`config.mk`:
```
export PLATFORM = sky130hd
export DESIGN_NAME = instruction_fetch_stage_flat
export DESIGN_NICKNAME = d
export VERILOG_FILES = /design/src/rtl/instruction_fetch_stage_pkg.sv /design/src/rtl/instruction_fetch_stage_if.sv /design/src/rtl/instruction_fetch_stage_pc_next_logic.sv /design/src/rtl/instruction_fetch_stage.sv /design/src/flat_wrapper.sv
export SDC_FILE = /design/constraint.sdc
export NUM_CORES = 1
export LEC_CHECK = 0
export BUFFER_PORTS_ARGS = -buffer_cell sky130_fd_sc_hd__buf_4
export CORE_ASPECT_RATIO = 1.2
export CORE_UTILIZATION = 55
export DETAILED_ROUTE_END_ITERATION = 8
export PLACE_DENSITY = 0.87
export SLEW_MARGIN = 10
export SYNTH_ARGS = -nofsm -noshare
export SYNTH_HDL_FRONTEND = slang
export SYNTH_SLANG_ARGS = --single-unit
```
`constraint.sdc`:
```
create_clock -name clk -period 6.7 [get_ports clk]
set_input_delay 1.34 -clock clk [delete_from_list [all_inputs] [get_ports clk]]
set_output_delay 1.34 -clock clk [all_outputs]
set_load 0.03 [all_outputs]
```
`src/rtl/instruction_fetch_stage_pkg.sv`:
```
// Shared MIPS fetch definitions: NOP encoding, text-segment and reset-PC
// defaults, the next-PC select encoding and the branch displacement helper.
package instruction_fetch_stage_pkg;

  localparam logic [31:0] NOP_INSTR         = 32'h0000_0000;
  localparam logic [31:0] TEXT_BASE_DEFAULT = 32'h0040_0000;
  localparam logic [31:0] RESET_PC_DEFAULT  = 32'h0040_0000;

  // Source of the next fetch PC, in increasing priority order.
  typedef enum logic [1:0] {
    SEL_PC4    = 2'd0,
    SEL_BRANCH = 2'd1,
    SEL_JUMP   = 2'd2,
    SEL_JR     = 2'd3
  } pc_sel_e;

  // Sign-extended word offset converted to a byte displacement.
  function automatic logic signed [31:0] branch_disp(input logic signed [15:0] off);
    logic signed [31:0] disp;
    disp = {{14{off[15]}}, off, 2'b00};
    return disp;
  endfunction

endpackage

```
`src/rtl/instruction_fetch_stage_if.sv`:
```
// Program-memory bus between the fetch stage and a combinational instruction
// memory.
//   imem_address     : byte address (pc - TEXT_BASE), driven by the fetch stage
//   imem_instruction : instruction word returned by the memory
interface instruction_fetch_stage_if #(
  parameter int DATA_WIDTH = 32
);
  logic [DATA_WIDTH-1:0] imem_address;
  logic [DATA_WIDTH-1:0] imem_instruction;

  modport master (output imem_address, input imem_instruction);
  modport slave  (input imem_address, output imem_instruction);
endinterface

```
`src/rtl/instruction_fetch_stage_pc_next_logic.sv`:
```
// Combinational next-PC selection for the fetch stage.
//   pc, id_pc_plus4, id_valid       : current fetch PC and IF/ID slot state
//   branch_taken/branch_offset      : conditional branch request from decode
//   jump/jump_index                 : j/jal request from decode
//   jump_register/jr_target         : jr/jalr request from decode
//   next_pc    : PC to load on the next unstalled or redirecting edge
//   redirect   : a redirect is being taken this cycle
//   misaligned : the taken redirect is a jr whose target is not word aligned
module pc_next_logic
  import instruction_fetch_stage_pkg::*;
#(
  parameter int DATA_WIDTH = 32
) (
  input  logic [DATA_WIDTH-1:0] pc,
  input  logic [DATA_WIDTH-1:0] id_pc_plus4,
  input  logic                  id_valid,
  input  logic                  branch_taken,
  input  logic signed [15:0]    branch_offset,
  input  logic                  jump,
  input  logic [25:0]           jump_index,
  input  logic                  jump_register,
  input  logic [DATA_WIDTH-1:0] jr_target,
  output logic [DATA_WIDTH-1:0] next_pc,
  output logic                  redirect,
  output logic                  misaligned
);

  pc_sel_e               sel;
  logic [DATA_WIDTH-1:0] pc_plus4;
  logic [DATA_WIDTH-1:0] branch_target;
  logic [DATA_WIDTH-1:0] jump_target;
  logic [DATA_WIDTH-1:0] jr_aligned;

  assign pc_plus4      = pc + DATA_WIDTH'(4);
  assign branch_target = id_pc_plus4 + $unsigned(branch_disp(branch_offset));
  assign jump_target   = {id_pc_plus4[31:28], jump_index, 2'b00};
  assign jr_aligned    = {jr_target[31:2], 2'b00};

  // Requests from decode only count when the IF/ID slot holds a real
  // instruction; a bubble cannot be a branch or jump.
  always_comb begin
    sel = SEL_PC4;
    if (id_valid) begin
      if (jump_register)     sel = SEL_JR;
      else if (jump)         sel = SEL_JUMP;
      else if (branch_taken) sel = SEL_BRANCH;
    end
  end

  always_comb begin
    next_pc    = pc_plus4;
    redirect   = 1'b0;
    misaligned = 1'b0;
    unique case (sel)
      SEL_JR: begin
        next_pc    = jr_aligned;
        redirect   = 1'b1;
        misaligned = |jr_target[1:0];
      end
      SEL_JUMP: begin
        next_pc  = jump_target;
        redirect = 1'b1;
      end
      SEL_BRANCH: begin
        next_pc  = branch_target;
        redirect = 1'b1;
      end
      default: begin
        next_pc  = pc_plus4;
      end
    endcase
  end

endmodule

```
`src/rtl/instruction_fetch_stage.sv`:
```
// MIPS instruction fetch stage: program counter plus the IF/ID register.
//   clk, reset          : rising-edge clock, asynchronous active-high reset
//   stall               : hold PC and IF/ID
//   branch_taken/offset : branch redirect from decode (16-bit word offset)
//   jump/jump_index     : j/jal redirect from decode
//   jump_register/jr_target : jr/jalr redirect from decode
//   imem                : program-memory bus (address out, instruction in)
//   pc                  : current fetch PC
//   id_instruction      : IF/ID instruction word
//   id_pc_plus4         : IF/ID PC+4 of that instruction
//   id_valid            : IF/ID holds a real instruction
//   misaligned_jr       : one-cycle pulse after a jr to a non-word-aligned target
//   fetch_out_of_range  : current fetch address lies beyond the program memory
module instruction_fetch_stage
  import instruction_fetch_stage_pkg::*;
#(
  parameter logic [31:0] RESET_PC     = RESET_PC_DEFAULT,
  parameter logic [31:0] TEXT_BASE    = TEXT_BASE_DEFAULT,
  parameter int          MEMORY_DEPTH = 32,
  parameter int          DATA_WIDTH   = 32
) (
  input  logic                       clk,
  input  logic                       reset,
  input  logic                       stall,
  input  logic                       branch_taken,
  input  logic signed [15:0]         branch_offset,
  input  logic                       jump,
  input  logic [25:0]                jump_index,
  input  logic                       jump_register,
  input  logic [DATA_WIDTH-1:0]      jr_target,
  instruction_fetch_stage_if.master  imem,
  output logic [DATA_WIDTH-1:0]      pc,
  output logic [DATA_WIDTH-1:0]      id_instruction,
  output logic [DATA_WIDTH-1:0]      id_pc_plus4,
  output logic                       id_valid,
  output logic                       misaligned_jr,
  output logic                       fetch_out_of_range
);

  localparam logic [DATA_WIDTH-1:0] IMEM_BYTES = DATA_WIDTH'(MEMORY_DEPTH * 4);

  logic [DATA_WIDTH-1:0] pc_p0;
  logic [DATA_WIDTH-1:0] id_instruction_p1;
  logic [DATA_WIDTH-1:0] id_pc_plus4_p1;
  logic                  vld_p1;
  logic                  misaligned_p1;

  logic [DATA_WIDTH-1:0] next_pc;
  logic [DATA_WIDTH-1:0] pc_plus4;
  logic                  redirect;
  logic                  misaligned;

  pc_next_logic #(
    .DATA_WIDTH (DATA_WIDTH)
  ) u_pc_next (
    .pc            (pc_p0),
    .id_pc_plus4   (id_pc_plus4_p1),
    .id_valid      (vld_p1),
    .branch_taken  (branch_taken),
    .branch_offset (branch_offset),
    .jump          (jump),
    .jump_index    (jump_index),
    .jump_register (jump_register),
    .jr_target     (jr_target),
    .next_pc       (next_pc),
    .redirect      (redirect),
    .misaligned    (misaligned)
  );

  assign pc_plus4           = pc_p0 + DATA_WIDTH'(4);
  assign imem.imem_address  = pc_p0 - TEXT_BASE;
  // Informational only: fetch still proceeds and latches whatever memory returns.
  assign fetch_out_of_range = (imem.imem_address >= IMEM_BYTES);

  // Fetch stage (p0): program counter. A redirect wins over stall so that a
  // resolved branch is never lost while the hazard unit is holding the pipe.
  always_ff @(posedge clk or posedge reset) begin
    if (reset) begin
      pc_p0 <= RESET_PC;
    end else if (redirect) begin
      pc_p0 <= next_pc;
    end else if (!stall) begin
      pc_p0 <= next_pc;
    end
  end

  // IF/ID boundary (p1): captured instruction, its PC+4, valid and the jr
  // alignment pulse. A redirect flushes the slot to a NOP bubble.
  always_ff @(posedge clk or posedge reset) begin
    if (reset) begin
      id_instruction_p1 <= NOP_INSTR;
      id_pc_plus4_p1    <= '0;
      vld_p1            <= 1'b0;
      misaligned_p1     <= 1'b0;
    end else if (redirect) begin
      id_instruction_p1 <= NOP_INSTR;
      id_pc_plus4_p1    <= '0;
      vld_p1            <= 1'b0;
      misaligned_p1     <= misaligned;
    end else if (stall) begin
      misaligned_p1     <= 1'b0;
    end else begin
      id_instruction_p1 <= imem.imem_instruction;
      id_pc_plus4_p1    <= pc_plus4;
      vld_p1            <= 1'b1;
      misaligned_p1     <= 1'b0;
    end
  end

  assign pc             = pc_p0;
  assign id_instruction = id_instruction_p1;
  assign id_pc_plus4    = id_pc_plus4_p1;
  assign id_valid       = vld_p1;
  assign misaligned_jr  = misaligned_p1;

endmodule

```
`src/flat_wrapper.sv`:
```
// flat-port wrapper written by rule: the top's interface ports become plain ports
module instruction_fetch_stage_flat import instruction_fetch_stage_pkg::*;
#(
  parameter logic [31:0] RESET_PC     = RESET_PC_DEFAULT,
  parameter logic [31:0] TEXT_BASE    = TEXT_BASE_DEFAULT,
  parameter int          MEMORY_DEPTH = 32,
  parameter int          DATA_WIDTH   = 32
)
  (clk, reset, stall, branch_taken, branch_offset, jump, jump_index, jump_register, jr_target, pc, id_instruction, id_pc_plus4, id_valid, misaligned_jr, fetch_out_of_range, imem_imem_address, imem_imem_instruction);
  instruction_fetch_stage_if #(.DATA_WIDTH(DATA_WIDTH)) imem_i ();
  input  logic clk;
  input  logic reset;
  input  logic stall;
  input  logic branch_taken;
  input  logic signed [15:0] branch_offset;
  input  logic jump;
  input  logic [25:0] jump_index;
  input  logic jump_register;
  input  logic [DATA_WIDTH-1:0] jr_target;
  output logic [DATA_WIDTH-1:0] pc;
  output logic [DATA_WIDTH-1:0] id_instruction;
  output logic [DATA_WIDTH-1:0] id_pc_plus4;
  output logic id_valid;
  output logic misaligned_jr;
  output logic fetch_out_of_range;
  output wire logic [$bits(imem_i.imem_address)-1:0] imem_imem_address;
  input wire logic [$bits(imem_i.imem_instruction)-1:0] imem_imem_instruction;
  assign imem_imem_address = imem_i.imem_address;
  assign imem_i.imem_instruction = imem_imem_instruction;
  instruction_fetch_stage #(.RESET_PC(RESET_PC), .TEXT_BASE(TEXT_BASE), .MEMORY_DEPTH(MEMORY_DEPTH), .DATA_WIDTH(DATA_WIDTH)) u_core (.clk(clk), .reset(reset), .stall(stall), .branch_taken(branch_taken), .branch_offset(branch_offset), .jump(jump), .jump_index(jump_index), .jump_register(jump_register), .jr_target(jr_target), .imem(imem_i), .pc(pc), .id_instruction(id_instruction), .id_pc_plus4(id_pc_plus4), .id_valid(id_valid), .misaligned_jr(misaligned_jr), .fetch_out_of_range(fetch_out_of_range));
endmodule
```
==> flow_summary.toml, run 1 <==
[timing]
hold_viol_final = 0
max_slew_margin_pct = 21.90
final.setup.worst_slack_ns = 2.555
fmax_mhz = 241.3
post-route-period-util_pct = 61.86
setup_viol = 0
slew_violations = 0
finalCriticalPeriod_ns = 4.145
finClkSkew_ns = 0.006188
tightest_slew_ns = 1.172
rsz0062_at_grt = "false"
tns_ns = 0

[synth]
postSynthCellCount = 800
yosysSeqAreaShare_pct = 35.26
ys_ff_latch = 98
synthesis.area_sq_mm = 0.006959
synth-xor-area-share_pct = 8.684
async_flop_share_pct = 100.0
synth_fa_ha_area_share_pct = 6.401
syn-num-nets = 947
synthDistinctLibCells = 74
synth_compound_area_share_pct = 18.70
avgSynthCellArea_sq_um = 8.699
synthMuxAreaShare_pct = 6.059
yosys_warnings = 0
synthSimpleGateAreaFrac_pct = 18.39
synth_ff_type = "dfrtp_1"
synth_top_family_by_area = "compound AO/OA/AOI/OAI gates"
synth-edff-count = 0

[clock_tree]
postCtsSetupBuffers = 0
hold_buffers = 0
cts_buffers = 9
cts_tree = "done"
clkLatencyLatePin_ns = 0.36
path_clk_slew_ns = 0.07
clock_path_buffers = 2
htreeDepth = 3
cts_resized = 0
root_buffer = "clkbuf_16"
numClockSinks = 98

[final_layout]
diodes = 0
drive_above_1_share_pct = 28.57
areaGrowthSynthToFinish_pct = 28.98
nets = 1136

[critical_path]
cp.arrival_ns = 2.80
worstPathMaxFanout = 6
start_kind = "flip-flop"
cp.required_ns = 5.36
critical_path_class = "flip-flop to output pin"
worst_setup_path_end_kind = "output pin"

[floorplanning]
rows = 44
io_pins = 243
start_util_pct = 56.94
die_area_sq_mm = 0.01311
fp.dieW_um = 104.7
die_h_um = 125.2
core_sq_mm = 0.01222

[power_and_ir_drop]
power.density_mw_per_mm2 = 451.8
vdd_drop_max_mv = 0.2715
p_sw_share_pct = 51.33
p_switching_mw = 2.082
combinationalPowerShare_pct = 58.7
internal_power_mw = 1.974
share_seq_of_total_power_pct = 27.8
power.leakage_nw = 4.387
pwr-share-clk_pct = 13.6

[routing]
drtAntennaViolNets = 0
totalWireLength_um = 23150
dr_wl_met2_um = 11340
drt_iter0_markers = 744
first_pass_iters = 7
vias = 7256
wl_met3_um = 2124
route.detailed.drc = 0
wire_per_inst_um = 20.04
via_per_inst = 6.282
routed.top_layer = "met4"
wl_met1_um = 8500

[global_routing]
grt_pass1_vias = 7067
gr-total-overflow = 0
grt_pass1_wl_um = 36540
grt_max_degree = 77
gr-usage-all-layers_pct = 35.36
antenna_found_initial = 0

[run]
cap_violations = 0

[placement]
port_buffers = 242
place_ws_ns = 2.795
dp.final_hpwl_um = 16600
gp_congestion = 0.9838

[run_status]
outcome = "finished, final reports clean"

[hold_path]
hp-class = "flip-flop to flip-flop"
[flip-flops by register name, indices dropped and copies added, names as in the netlist]
| name | flops |
|---|---|
| u_core.id_instruction | 32 |
| u_core.id_pc_plus4 | 32 |
| u_core.pc | 32 |
| u_core.id_valid | 1 |
| u_core.misaligned_jr | 1 |
[cell type report]
cell class	count	area [sq um]
Fill cell	998	3246
Clock buffer	9	225.2
Inverter	20	77.57
Tap cell	161	201.4
Multi-Input combinational cell	611	4068
Sequential cell	98	2454
Clock inverter	7	81.33
Timing Repair Buffer	249	1869
[critical path, stage by stage (launching register included)]
cell     delay (ns)
dfrtp_1        0.46
inv_1          0.21
ha_1           0.19
or4b_2         0.58
nor4_1         0.20
nand4_1        0.22
nor4_1         0.29
nand2_1        0.12
buf_4          0.18
[per-stage QoR]
stage | cell area [sq um] | hold WS [ns] | std cells | total power, mW | util (%)
3_5_place_dp | 8670 | 0.5070 | 1139 | 3.471 | 70.94
4_1_cts | 8976 | 0.5231 | 1155 | 4.032 | 73.44
6_report | 8976 | 0.5244 | 1155 | 4.055 | 73.44
5_1_grt | 8976 | 0.5397 | 1155 | 4.260 | 73.44
3_3_place_gp | 8670 | 0.5046 | 1139 | 3.425 | 70.94
2_1_floorplan | 6959 | 0.6738 | 800 | 2.686 | -
[cells in the final DEF, fill, tap and decap left out, types with 4 or more instances in the layout]
cell,synthesis,routed
ha_1,34,34
a21oi_1,52,52
dfrtp_1,97,97
nand3_1,29,29
mux2i_1,41,41
a21o_1,8,8
o21bai_1,4,4
o21ai_0,40,40
buf_4,22,249
nand2_1,75,75
nor3_1,19,19
o21a_1,5,5
inv_1,19,18
nand2b_1,4,4
xor2_1,34,34
xnor2_1,35,35
a31oi_1,7,7
and3_1,5,5
nor2_1,97,97
o221ai_1,6,6
and2_1,4,4
or3_1,4,4
clkbuf_16,0,9
nand4_1,13,13
a222oi_1,26,26
nor4_1,6,6
o211ai_1,4,4
[routing by layer]
metal  vias up  track usage [%]
met5         -                0
met2       465            60.19
li1       3245                -
met4         0            18.97
met1      3457            41.98
met3        89            7.091
[path summary, 6_finish.rpt]
kind / start / endpoint / slack, ns / depth (start not counted)
worst min-delay path: u_core.id_pc_plus4[14] / u_core.id_pc_plus4[14] / 0.52 / 1
max in group asynchronous: reset / u_core.id_instruction[18] / 4.47 / 3
worst min register to register: u_core.id_pc_plus4[14] / u_core.id_pc_plus4[14] / 0.52 / 1
worst max-delay path: u_core.pc[23] / fetch_out_of_range / 2.56 / 8
worst max register to register: u_core.id_pc_plus4[9] / u_core.pc[25] / 3.72 / 9
min in group asynchronous: reset / u_core.id_instruction[12] / 0.93 / 2
[cell families after synthesis]
kind of cell,after synthesis
muxes,42
adders and majority gates,35
and+or+nand+nor,277
buffers and inverters,91
DFF,98
AOI/OAI and AO/OA,188
xor gates and xnor gates,69
[power groups by stage]
stage	Clock [mW]	Combinational [mW]	Sequential, mW
finish	0.550	2.38	1.13
floorplan	0	1.34	1.35
global placement	0	2.31	1.11
global route	0.576	2.54	1.15
detailed placement	0	2.35	1.12
CTS	0.554	2.36	1.11
[synth_stat cells (4+ instances only)]
library cell  number  area [sq um]
and3_1             5         31.28
o21a_1             5         37.54
o21bai_1           4         30.03
a21o_1             8         60.06
xnor2_1           35         306.5
and2_1             4         25.02
nand2_1           75         281.5
buf_1              4         15.01
xor2_1            34         297.8
o221ai_1           6         52.55
dfrtp_1           97          2427
o21ai_0           40         200.2
a222oi_1          26         260.3
nand4_1           13         81.33
inv_1             19         71.32
nor2_1            97         364.1
nor4_1             6         37.54
or3_1              4         25.02
a21oi_1           52         260.3
clkbuf_1          39         146.4
a31oi_1            7         43.79
buf_4             22         165.2
nand2b_1           4         25.02
mux2i_1           41         410.4
o211ai_1           4         30.03
nor3_1            19         95.09
ha_1              34         425.4
nand3_1           29         145.1
Power figures use the tool's default switching activity.
==> run 2, diff against run 1 <==
- CORE_UTILIZATION: 55 -> 51
- PLACE_DENSITY: 0.87 -> 0.81
- clock period: 6.7 -> 4.2 ns (I/O delays scaled with it)
==> flow_summary.toml, run 2 (synthesis gave the netlist of run 1 again) <==
[final_layout]
areaGrowthSynthToFinish_pct = 29.47
final_common_cell = "buf_4"
final_cell_mix = "buf_4 (253), nor2_1 (97), dfrtp_1 (97)"
drive_above_1_share_pct = 28.86
diodes = 0
final_cells = 1166
fin_util_pct = 68.06
nets = 1140

[power_and_ir_drop]
power.leakage_nw = 4.402
pwr-share-clk_pct = 13.5
internal_power_mw = 3.109
share_seq_of_total_power_pct = 27.8
power.density_mw_per_mm2 = 717.8
vdd_drop_max_mv = 0.4231
p_sw_share_pct = 51.93
p_switching_mw = 3.359
combinationalPowerShare_pct = 58.7

[placement]
port_buffers = 242
gp_congestion = 0.9621
place_ws_ns = 0.7730
dp_cells = 1150
dp.final_hpwl_um = 17740

[timing]
finClkSkew_ns = 0.009692
hold_slack_ns = 0.5329
max_slew_margin_pct = 33.96
rsz0062_at_grt = "false"
post-route-period-util_pct = 85.78
slew_violations = 0
final.setup.worst_slack_ns = 0.5974
fmax_mhz = 277.6
finalCriticalPeriod_ns = 3.603
setup_viol = 0
tightest_slew_ns = 0.9906
tns_ns = 0
hold_viol_final = 0

[critical_path]
start_kind = "flip-flop"
cp.required_ns = 3.36
endpoint = "fetch_out_of_range"
reg2regPathDepth = 11
cp.arrival_ns = 2.76
r2r_start = "u_core.id_pc_plus4[2]"
worst_setup_path_end_kind = "output pin"
r2r_end = "u_core.pc[30]"
worstPathMaxFanout = 8
r2r_setup_slack_ns = 1.25
critical_path_class = "flip-flop to output pin"
timing.critical_path.from = "u_core.pc[22]"

[run_status]
outcome = "finished, final reports clean"

[clock_tree]
path_clk_slew_ns = 0.08
postCtsSetupBuffers = 0
hold_buffers = 0
cts_resized = 0
htreeDepth = 3
cts_tree = "done"
clkLatencyLatePin_ns = 0.37
numClockSinks = 98
cts_buffers = 9
root_buffer = "clkbuf_16"
clock_path_buffers = 2

[routing]
wl_met1_um = 8825
vias = 7150
wire_per_inst_um = 20.45
totalWireLength_um = 23840
drtAntennaViolNets = 0
routed.top_layer = "met4"
wl_met3_um = 2295
dr_wl_met2_um = 11890
drt_iter0_markers = 570
route.detailed.drc = 0
via_per_inst = 6.132
first_pass_iters = 6

[floorplanning]
core_sq_mm = 0.01324
fp.dieW_um = 108.6
start_util_pct = 52.57
die_h_um = 130.0
rows = 46
io_pins = 243
die_area_sq_mm = 0.01412

[global_routing]
grt_pass1_wl_um = 36420
grt_pass1_vias = 6876
gr-total-overflow = 0
antenna_found_initial = 0
grt_max_degree = 52
gr-usage-all-layers_pct = 34.10

[hold_path]
hp-class = "flip-flop to flip-flop"

[run]
cap_violations = 0
run 2: layout make-up:
| type | instances | area (sq um) |
|---|---|---|
| clock buffer | 9 | 225.2 |
| clock inverter | 7 | 76.32 |
| fill | 1118 | 4228 |
| inverter | 20 | 77.57 |
| multi-input combinational | 611 | 4068 |
| sequential | 98 | 2454 |
| tap | 168 | 210.2 |
| timing repair buffer | 253 | 1899 |
run 2: worst min path at each step:
stage	from	end	slack (ns)	depth (start not counted)
floorplan	u_core.id_pc_plus4[28]	u_core.id_pc_plus4[28]	0.67	2
global placement	u_core.id_instruction[9]	u_core.id_instruction[9]	0.51	2
detailed placement	u_core.id_instruction[27]	u_core.id_instruction[27]	0.52	2
CTS	u_core.id_instruction[30]	u_core.id_instruction[30]	0.54	2
global route	u_core.id_instruction[27]	u_core.id_instruction[27]	0.55	2
finish	u_core.id_instruction[30]	u_core.id_instruction[30]	0.53	2
run 2: critical path, cell delays in order, from the launching register on:
cell     delay (ns)
dfstp_2        0.64
ha_1           0.21
or4b_2         0.59
nor4_1         0.19
nand4_1        0.27
nor4_1         0.24
nand2_1        0.09
buf_4          0.17
run 2: power by group through the flow:
stage / Sequential (mW) / Clock [mW] / Combinational [mW]
after floorplan: 2.15 / 0 / 2.13
after global placement: 1.79 / 0 / 3.71
after detailed placement: 1.79 / 0 / 3.75
after CTS: 1.78 / 0.872 / 3.77
after global routing: 1.83 / 0.905 / 4.04
final: 1.80 / 0.871 / 3.80
run 2: stage by stage:
step	area [sq um]	total power [mW]
after global routing	9010	6.784
after global placement	8708	5.500
after CTS	9010	6.422
after floorplan	6959	4.285
final	9010	6.467
after detailed placement	8708	5.541
run 2: per-layer routing:
layer / vias up / global-route usage [%]
met1: 3406 / 41.37
met2: 405 / 58.08
met3: 72 / 7.043
met4: 0 / 15.42
li1: 3267 / -
met5: - / 0
